`src/rtl/rf_wb_pkg.sv`:
```
// Shared constants and state encoding for the register-file write-back arbiter.
package rf_wb_pkg;

  localparam int unsigned XLEN_D   = 32;
  localparam int unsigned AW_D     = 5;
  localparam int unsigned NREG     = 32;
  localparam int unsigned LAST_REG = 31;

  typedef enum logic {
    ARB,
    CLEAR
  } state_t;

endpackage

```
`src/rtl/rf_wb_arbiter_rr_arbiter.sv`:
```
// Combinational round-robin grant generator: first asserted request at or after rr_ptr wins.
module rr_arbiter #(
  parameter int unsigned NREQ = 2,
  parameter int unsigned PW   = 1
) (
  input  logic [NREQ-1:0] req,
  input  logic [PW-1:0]   rr_ptr,
  input  logic            enable,
  output logic [NREQ-1:0] grant,
  output logic [PW-1:0]   grant_idx
);

  logic          found;
  logic [PW-1:0] idx;

  always_comb begin
    grant     = '0;
    grant_idx = '0;
    found     = 1'b0;
    idx       = '0;
    if (enable) begin
      for (int unsigned off = 0; off < NREQ; off++) begin
        idx = PW'((32'(rr_ptr) + off) % NREQ);
        if (!found && req[idx]) begin
          grant[idx] = 1'b1;
          grant_idx  = idx;
          found      = 1'b1;
        end
      end
    end
  end

endmodule

```
`src/rtl/rf_wb_arbiter.sv`:
```
// Write-back arbiter and soft-clear sequencer for the integer register file write port.
// Optional in-flight forwarding enabled by RF_WB_ARBITER_FORWARD_EN.
module rf_wb_arbiter
  import rf_wb_pkg::*;
#(
  parameter int unsigned NREQ = 2,
  parameter int unsigned XLEN = XLEN_D,
  parameter int unsigned AW   = AW_D
) (
  input  logic                 clk,
  input  logic                 rst,
  input  logic [NREQ-1:0]      req_valid,
  input  logic [NREQ*AW-1:0]   req_addr,
  input  logic [NREQ*XLEN-1:0] req_data,
  output logic [NREQ-1:0]      req_ready,
  input  logic                 clr_req,
  output logic                 busy,
  output logic                 clr_done,
  output logic                 rf_we,
  output logic [AW-1:0]        rf_addr,
  output logic [XLEN-1:0]      rf_data,
  input  logic [AW-1:0]        fwd_addr,
  output logic                 fwd_hit,
  output logic [XLEN-1:0]      fwd_data
);

  localparam int unsigned PW = (NREQ > 1) ? $clog2(NREQ) : 1;

  state_t          state_q, state_d;
  logic [PW-1:0]   rr_ptr_q, rr_ptr_d;
  logic [AW-1:0]   clr_cnt_q, clr_cnt_d;
  logic            rf_we_q, rf_we_d;
  logic [AW-1:0]   rf_addr_q, rf_addr_d;
  logic [XLEN-1:0] rf_data_q, rf_data_d;
  logic            clr_done_q, clr_done_d;

  logic [NREQ-1:0] grant;
  logic [PW-1:0]   grant_idx;
  logic            arb_en;
  logic            accept;
  logic [AW-1:0]   addr_g;
  logic [XLEN-1:0] data_g;

  // Gating with rst keeps req_ready low for the whole reset assertion.
  assign arb_en = rst && (state_q == ARB) && !clr_req;

  rr_arbiter #(
    .NREQ(NREQ),
    .PW  (PW)
  ) u_rr (
    .req      (req_valid),
    .rr_ptr   (rr_ptr_q),
    .enable   (arb_en),
    .grant    (grant),
    .grant_idx(grant_idx)
  );

  assign req_ready = grant;
  assign accept    = |(req_valid & grant);
  assign addr_g    = req_addr[grant_idx*AW +: AW];
  assign data_g    = req_data[grant_idx*XLEN +: XLEN];

  always_comb begin
    state_d    = state_q;
    rr_ptr_d   = rr_ptr_q;
    clr_cnt_d  = clr_cnt_q;
    rf_we_d    = 1'b0;
    rf_addr_d  = rf_addr_q;
    rf_data_d  = rf_data_q;
    clr_done_d = 1'b0;
    unique case (state_q)
      ARB: begin
        if (clr_req) begin
          state_d   = CLEAR;
          clr_cnt_d = AW'(1);
        end else if (accept) begin
          rf_addr_d = addr_g;
          rf_data_d = data_g;
          rf_we_d   = (addr_g != '0);
          rr_ptr_d  = (grant_idx == PW'(NREQ - 1)) ? '0 : grant_idx + 1'b1;
        end
      end
      CLEAR: begin
        rf_we_d   = 1'b1;
        rf_addr_d = clr_cnt_q;
        rf_data_d = '0;
        if (clr_cnt_q == AW'(LAST_REG)) begin
          state_d    = ARB;
          clr_cnt_d  = '0;
          clr_done_d = 1'b1;
        end else begin
          clr_cnt_d = clr_cnt_q + 1'b1;
        end
      end
      default: state_d = ARB;
    endcase
  end

  always_ff @(posedge clk or negedge rst) begin
    if (!rst) begin
      state_q    <= ARB;
      rr_ptr_q   <= '0;
      clr_cnt_q  <= '0;
      rf_we_q    <= 1'b0;
      rf_addr_q  <= '0;
      rf_data_q  <= '0;
      clr_done_q <= 1'b0;
    end else begin
      state_q    <= state_d;
      rr_ptr_q   <= rr_ptr_d;
      clr_cnt_q  <= clr_cnt_d;
      rf_we_q    <= rf_we_d;
      rf_addr_q  <= rf_addr_d;
      rf_data_q  <= rf_data_d;
      clr_done_q <= clr_done_d;
    end
  end

  assign busy     = (state_q == CLEAR);
  assign clr_done = clr_done_q;
  assign rf_we    = rf_we_q;
  assign rf_addr  = rf_addr_q;
  assign rf_data  = rf_data_q;

`ifdef RF_WB_ARBITER_FORWARD_EN
  assign fwd_hit  = rf_we_q && (rf_addr_q == fwd_addr) && (fwd_addr != '0);
  assign fwd_data = rf_data_q;
`else
  logic unused_fwd;
  assign unused_fwd = ^fwd_addr;
  assign fwd_hit    = 1'b0;
  assign fwd_data   = '0;
`endif

endmodule
```
`config.mk`:
```
export PLATFORM = sky130hd
export DESIGN_NAME = rf_wb_arbiter
export DESIGN_NICKNAME = d
export VERILOG_FILES = /design/src/rtl/rf_wb_pkg.sv /design/src/rtl/rf_wb_arbiter_rr_arbiter.sv /design/src/rtl/rf_wb_arbiter.sv
export SDC_FILE = /design/constraint.sdc
export NUM_CORES = 1
export LEC_CHECK = 0
export CAP_MARGIN = 5
export CELL_PAD_IN_SITES_DETAIL_PLACEMENT = 0
export CELL_PAD_IN_SITES_GLOBAL_PLACEMENT = 2
export CORE_MARGIN = 2
export CORE_UTILIZATION = 23
export CTS_CLUSTER_DIAMETER = 80
export DETAILED_ROUTE_END_ITERATION = 16
export PLACE_DENSITY = 0.88
export SYNTH_ARGS = -nofsm -noshare
export SYNTH_HDL_FRONTEND = slang
export SYNTH_SLANG_ARGS = --single-unit
```
`constraint.sdc`:
```
create_clock -name clk -period 4.4 [get_ports clk]
set_input_delay 0.44 -clock clk [delete_from_list [all_inputs] [get_ports clk]]
set_output_delay 0.44 -clock clk [all_outputs]
set_load 0.01 [all_outputs]
```
== Word level (Yosys, flattened, before mapping) ==
Cells that the tools add are included.

* Add/sub/neg operators: 3
* $mul: 1
* $lt $le $gt $ge: 4
* Eq/ne operators: 4
* Shift operators: 2
* Multiplexer cells: 35
* Bitwise operators: 4
* Reductions and logical operators: 11

{| class="wikitable"
|+ Operator list
! cell !! count
|-
| $mux W32 || 2
|-
| $pmux W32 S2 || 1
|-
| $shiftx A64 B7 Y32 || 1
|-
| $mux W5 || 4
|-
| $pmux W5 S2 || 2
|-
| $mux W1 || 18
|-
| $shiftx A10 B5 Y5 || 1
|-
| $mux W2 || 4
|-
| $ne A2 B2 Y1 const B || 3
|-
| $add A5 B1 Y5 const B || 1
|-
| $eq A5 B5 Y1 const B || 1
|-
| $logic_and A1 B1 Y1 || 5
|-
| $reduce_bool A5 Y1 || 1
|-
| $lt A1 B2 Y1 const B || 2
|-
| $mul A1 B3 Y4 const B || 1
|-
| $pmux W1 S2 || 2
|-
| $reduce_and A3 Y1 || 1
|-
| $add A1 B1 Y1 const B || 2
|-
| $and A2 B2 Y2 || 1
|-
| $demux W1 S1 || 2
|-
| $ge A1 B1 Y1 const B || 2
|-
| $logic_not A1 Y1 || 2
|-
| $not A1 Y1 || 2
|-
| $or A2 B2 Y2 || 1
|-
| 2 further kinds || 2
|}

* Register bits after elaboration: 46
* Input port bits: 84
* Output and inout port bits: 75
* Word-level logic and storage cells: 71

== Logic depth before layout (Yosys ltp) ==
* Depth after elaboration: 14
* Mapped depth: 8
* Mapped depth without buffers: 6

== By module ==
A second synthesis with hierarchy kept.

* Cells, all modules: 216
* Area total of the unflattened synthesis: 2546.2 µm²

{| class="wikitable"
|+ By module, submodules not included
! module !! instances !! cells an instance !! area an instance (µm²) !! seq. area each (µm²)
|-
| rf_wb_arbiter || 1 || 210 || 2519.9 || 1151.1
|-
| rr_arbiter || 1 || 6 || 26.3 || 0.0
|}

== Least setup slack after synthesis ==
OpenSTA, ideal clock, no wires.

* Path type: register to output
* From: register state_q (netlist: busy)
* To: output req_ready[0]
* Data arrival time: 1.624 ns
* Required time: 3.960 ns
* Setup slack: 2.336 ns
* Cell stages (with the launch flop): 8
* Path buffers: 4
* Cell sequence: dfrtp_1 > buf_6 > or3b_1 > buf_2 > or2_1 > buf_6 > buf_6 > inv_1

* Word-level cells in the longest chain between the ends: 4

{| class="wikitable"
|+ RTL lines
! what !! RTL line !! source
|-
| start: declaration || rf_wb_arbiter.sv:29 || <nowiki>state_t state_q, state_d;</nowiki>
|-
| start signal: assignment || rf_wb_arbiter.sv:109 || <nowiki>state_q <= state_d;</nowiki>
|-
| $not A1 Y1 (no line) || -- ||
|-
| $logic_and A1 B1 Y1 (2 in series) || rf_wb_arbiter.sv:45 || <nowiki>assign arb_en = rst && (state_q == ARB) && !clr_req;</nowiki>
|-
| $mux W2 || rf_wb_arbiter_rr_arbiter.sv:21 || <nowiki>if (enable) begin</nowiki>
|-
| end: declaration || rf_wb_arbiter.sv:15 || <nowiki>output logic [NREQ-1:0] req_ready,</nowiki>
|}

Every way passes these cells.

== Worst setup path after layout ==
* From: input clr_req
* To: output req_ready[0]

* Word-level cells in the longest chain between the ends: 3

{| class="wikitable"
|+ RTL lines
! what !! RTL line !! source
|-
| start: declaration || rf_wb_arbiter.sv:16 || <nowiki>input logic clr_req,</nowiki>
|-
| $logic_not A1 Y1 || rf_wb_arbiter.sv:45 ||
|-
| $logic_and A1 B1 Y1 || rf_wb_arbiter.sv:45 ||
|-
| $mux W2 || rf_wb_arbiter_rr_arbiter.sv:21 ||
|}

Every way passes these cells.

==> flow_metrics.py <==
metrics = {
    "outcome": {
        "status": "finished clean",
    },
    "floorplan": {
        "io_pins": 159,
        "start_util": 0.234,
        "die_y_um": 109,
        "core_um2": 10700,
        "rows": 38,
        "dieArea_um2": 11800,
        "die_w_um": 109,
    },
    "finish": {
        "multi_input_area_um2": 1090,
        "area_delta_synth_final_pct": 50.8,
        "mostFrequentLayoutCells": "119 x clkdlybuf4s50_1, 46 x dfrtp_1, 34 x a22o_1, 33 x conb_1, 28 x o221a_1",
        "layout.cells.most_common": "clkdlybuf4s50_1",
        "antenna_cells": 0,
        "nFillCells": 1099,
        "fin_nets": 414,
        "final_cells": 469,
        "drive_gt1_frac": 0.0608,
        "seqCellArea_um2": 1150,
        "final_area_um2": 3800,
    },
    "yosys": {
        "synth_flop_cell": "dfrtp_1",
        "yosys_warnings": 0,
        "async_reset_ff_frac": 1.00,
        "ys_seq_area_frac": 0.457,
        "synth_edf_count": 0,
        "ys_ff_latch": 46,
        "synthTopCellsByArea": "dfrtp_1 46%, o221a_1 13%, a22o_1 12%",
        "synth_cells": 218,
        "postSynthAreaPerCell_um2": 11.5,
        "synth_largest_area_cell": "dfrtp_1",
        "syn_area_um2": 2520,
        "ys_types": 33,
        "yosysTopAreaCellShare": 0.457,
    },
    "sta": {
        "fmax_ghz": 0.353,
        "skew_ns": 0.00602,
        "timing.final.crit_share": 0.645,
        "rsz0062_at_grt": "false",
        "tns_ns": 0,
        "final.setup.worst_slack_ns": 1.56,
        "min_period_ns": 2.84,
        "hold_violations": 0,
        "drv_slew": 0,
        "finalSetupViolCount": 0,
        "worstMarginPinSlew_ns": 1.12,
        "slew_headroom": 0.251,
    },
    "detailed_routing": {
        "drt_iter0_drc": 132,
        "routed_via_density": 4.67,
        "first_pass_iters": 4,
        "routedWlPerCell_um": 16.9,
        "drtAntennaViolNets": 0,
        "routed_wl_um": 7930,
        "vias": 2188,
        "drc": 0,
    },
    "placement": {
        "dp_cells": 461,
        "portBuffers": 120,
        "preCtsSetupSlack_ns": 1.57,
        "gp_congestion": 0.730,
        "dpl-instance-area_um2": 3680,
        "hpwl_um": 5260,
    },
    "clocking": {
        "clk_latency_ns": 0.29,
        "postCtsSetupBuffers": 0,
        "cts_made_buffers": 5,
        "clk_pin_slew_ns": 0.10,
        "clock_sinks": 46,
        "cts_tree": "done",
        "clk_path_buf_depth": 2,
        "holdBufCountCts": 0,
        "cts_root_buf": "clkbuf_8",
        "ctsResizeCount": 0,
        "ctsHtreeMaxLevel": 2,
    },
    "global_routing": {
        "grt_overflow": 0,
        "grt_pass1_wl_um": 11900,
        "grt_pass1_vias": 2253,
        "antenna_found_initial": 0,
        "grt_usage": 0.130,
        "grt_max_degree": 49,
    },
    "critical_path": {
        "critPathCaptureType": "output port",
        "critical_path_required_ns": 3.96,
        "crit_path_start_kind": "primary input",
        "worst_ep_arrival_time_ns": 2.40,
        "critPathMaxFanout": 6,
        "criticalPathCategory": "in2out",
    },
    "power_and_ir_drop": {
        "vdd_drop_max_v": 0.000150,
        "power.total_mw": 1.32,
        "leakage_nw": 1.61,
        "power_density_nw_per_um2": 347,
    },
    "hold_path": {
        "worstHoldPathType": "in2async",
    },
    "job": {
        "maxCapViolations": 0,
    },
}
==> worst max-delay path: stages <==
cell	delay [ns]
clkdlybuf4s50_1	0.54
or3b_1	0.50
or2_1	0.29
inv_1	0.08
clkdlybuf4s50_1	0.54
==> Yosys cell counts (all sizes together) (5+ instances only) <==
master	count
dfrtp	46
a221o	5
inv	9
nand2	5
nor2	5
o221a	32
a22o	34
o31ai	5
buf	39
clkbuf	14
==> routing by layer <==
metal  track usage  part of all wire  vias up
met4        0.0192            0.0024        0
met1         0.169              0.45     1102
met2         0.223              0.48       81
met5             0                 0        -
met3        0.0305             0.062        2
li1              -                 -     1003
==> flip-flops by register name (all words and copies together), names as in the netlist <==
name	count
busy	1
rf_we	1
rr_ptr_q	1
rf_data	32
rf_addr	5
clr_cnt_q	5
clr_done	1
==> cell families (layout without fill, tap and decap cells) <==
kind of cell,Yosys count,after routing,synth area share
compound gates,84,84,0.323
flops,46,46,0.457
simple gates,20,20,0.0432
fa+ha+maj,2,2,0.00994
xor+xnor,2,2,0.00696
buf+inv,63,142,0.159
other cells,1,33,0.00149
==> where the power goes <==
part | leakage [nW] | total, mW | internal (mW) | switching, mW
Combinational | 0.945 | 0.436 | 0.249 | 0.186
Sequential | 0.610 | 0.556 | 0.494 | 0.0616
Clock | 0.0585 | 0.325 | 0.171 | 0.154
Total | 1.61 | 1.32 | 0.914 | 0.402
==> per-stage QoR <==
stage	util	hold slack [ns]
floorplan	-	0.144
global placement	0.343	0.485
detailed placement	0.343	0.494
CTS	0.353	0.286
global route	0.353	0.316
finish	0.353	0.261
==> path summary, 6_finish.rpt <==
path                                      start                       to  slack, ns  cells after the start
max                                     clr_req             req_ready[0]       1.56                      5
min                                         rst       clr_done$_DFF_PN0_       0.26                      2
max reg2reg                      busy$_DFF_PN0_   rf_data[8]$_DFFE_PN0P_       1.91                      3
min reg2reg                rr_ptr_q$_DFFE_PN0P_     rr_ptr_q$_DFFE_PN0P_       0.51                      1
max in group asynchronous                   rst  rf_data[10]$_DFFE_PN0P_       3.71                      2
min in group clk           rr_ptr_q$_DFFE_PN0P_     rr_ptr_q$_DFFE_PN0P_       0.51                      1
==> area by class of cell <==
class                      instances  share of cell area
timing repair buffer             124               0.323
sequential                        46               0.303
multi-input combinational        141               0.288
tap                              140              0.0461
clock buffer                       5              0.0181
clock inverter                     3              0.0115
inverter                          10             0.00989
Note: power is estimated with default switching activity, not from simulation.
==> RTL change (same settings) <==
`NREQ` is set to 2 in 2 places; all go to 1.
--- a/src/rtl/rf_wb_arbiter_rr_arbiter.sv
+++ b/src/rtl/rf_wb_arbiter_rr_arbiter.sv
@@ -1,6 +1,6 @@
 // Combinational round-robin grant generator: first asserted request at or after rr_ptr wins.
 module rr_arbiter #(
-  parameter int unsigned NREQ = 2,
+  parameter int unsigned NREQ = 1,
   parameter int unsigned PW   = 1
 ) (
   input  logic [NREQ-1:0] req,
--- a/src/rtl/rf_wb_arbiter.sv
+++ b/src/rtl/rf_wb_arbiter.sv
@@ -3,7 +3,7 @@
 module rf_wb_arbiter
   import rf_wb_pkg::*;
 #(
-  parameter int unsigned NREQ = 2,
+  parameter int unsigned NREQ = 1,
   parameter int unsigned XLEN = XLEN_D,
   parameter int unsigned AW   = AW_D
 ) (
Interface: changed (resized req_addr, req_data, req_ready and req_valid); port bits go from 159 to 120. The function was not compared with the original's and may differ.
==> RTL change against the unedited design <==
Register-to-register slack better by 0.29 ns; maximum frequency increased by 19%; synthesized area shrank 15%; total power shrank 10%; design area is 20% lower; combinational power fell by 36%; worst setup slack better by 0.44 ns; global-route usage fell by 3.3 points; sequential cell count is 1 lower; clock skew grew 0.0050 ns; wire length fell by 38%; clock power up 15%; hold slack got worse by 0.0081 ns; highest routed layer unchanged.
==> RTL change: results <==
{
  "met1_usage_pct": 12.7,
  "fin_skew_ns": 0.0110,
  "reg2reg_to": "rf_data[14]",
  "met2_usage_pct": 15.7,
  "run_status": "finished, final reports clean",
  "whs_ns": 0.253,
  "met3_usage_pct": 2.86,
  "synth-adder-area-share_pct": 1.76,
  "drtIter0Drc": 46,
  "p_leak_nw": 1.29,
  "critPathLaunch": "busy",
  "relSlewSlack_pct": 51.5,
  "crit_fanout": 22,
  "dp_hpwl_mm": 3.50,
  "grt_max_degree": 74,
  "r2r_setup_slack_ns": 2.20,
  "yosysUniqueCellTypes": 29,
  "grt_pass1_wl_mm": 7.89,
  "crit_path_end": "req_ready",
  "grt_usage_pct": 9.72,
  "synth_compound_area_share_pct": 11.8,
  "ff2ff_path_depth": 4,
  "gp_congestion": 0.714,
  "routedWlPerCell_um": 11.9,
  "ir_drop_mv": 0.254,
  "synth_mux_area_share_pct": 0.941,
  "critical_path_arrival_ns": 1.95,
  "finalPower_w": 0.00118,
  "final_layout_size_suffix_gt1_share_pct": 4.35,
  "num-nets-final": 347
}
## RTL change: per-stage QoR
stage,setup WS [ns],cells
final,2.01,410
after global routing,1.90,410
after CTS,1.98,410
after detailed placement,1.91,402
after global placement,1.97,402
after floorplan,2.86,253
## RTL change: where the power goes
part / leakage, nW / internal [W] / switching (W)
logic: 0.617 / 0.000162 / 0.000118
registers: 0.602 / 0.000469 / 0.0000601
clock network: 0.0687 / 0.000229 / 0.000146
total: 1.29 / 0.000860 / 0.000325
## RTL change: final cells by class
cell class,instances,area [um2]
fill,981,6070
sequential,45,1130
timing repair buffer,84,828
multi-input combinational,160,796
tap,111,139
clock buffer,5,68.8
clock inverter,3,68.8
inverter,2,7.51
## RTL change: metal layers
layer	share of wire, %	up-vias
met5	0	-
met4	0.82	0
met3	7.5	4
met2	45	75
met1	47	770
li1	-	811
## RTL change: critical path: stages, from the launching register on
cell and delay [ns]:
dfrtp_1 0.65, nor4bb_4 0.40, clkdlybuf4s50_1 0.60
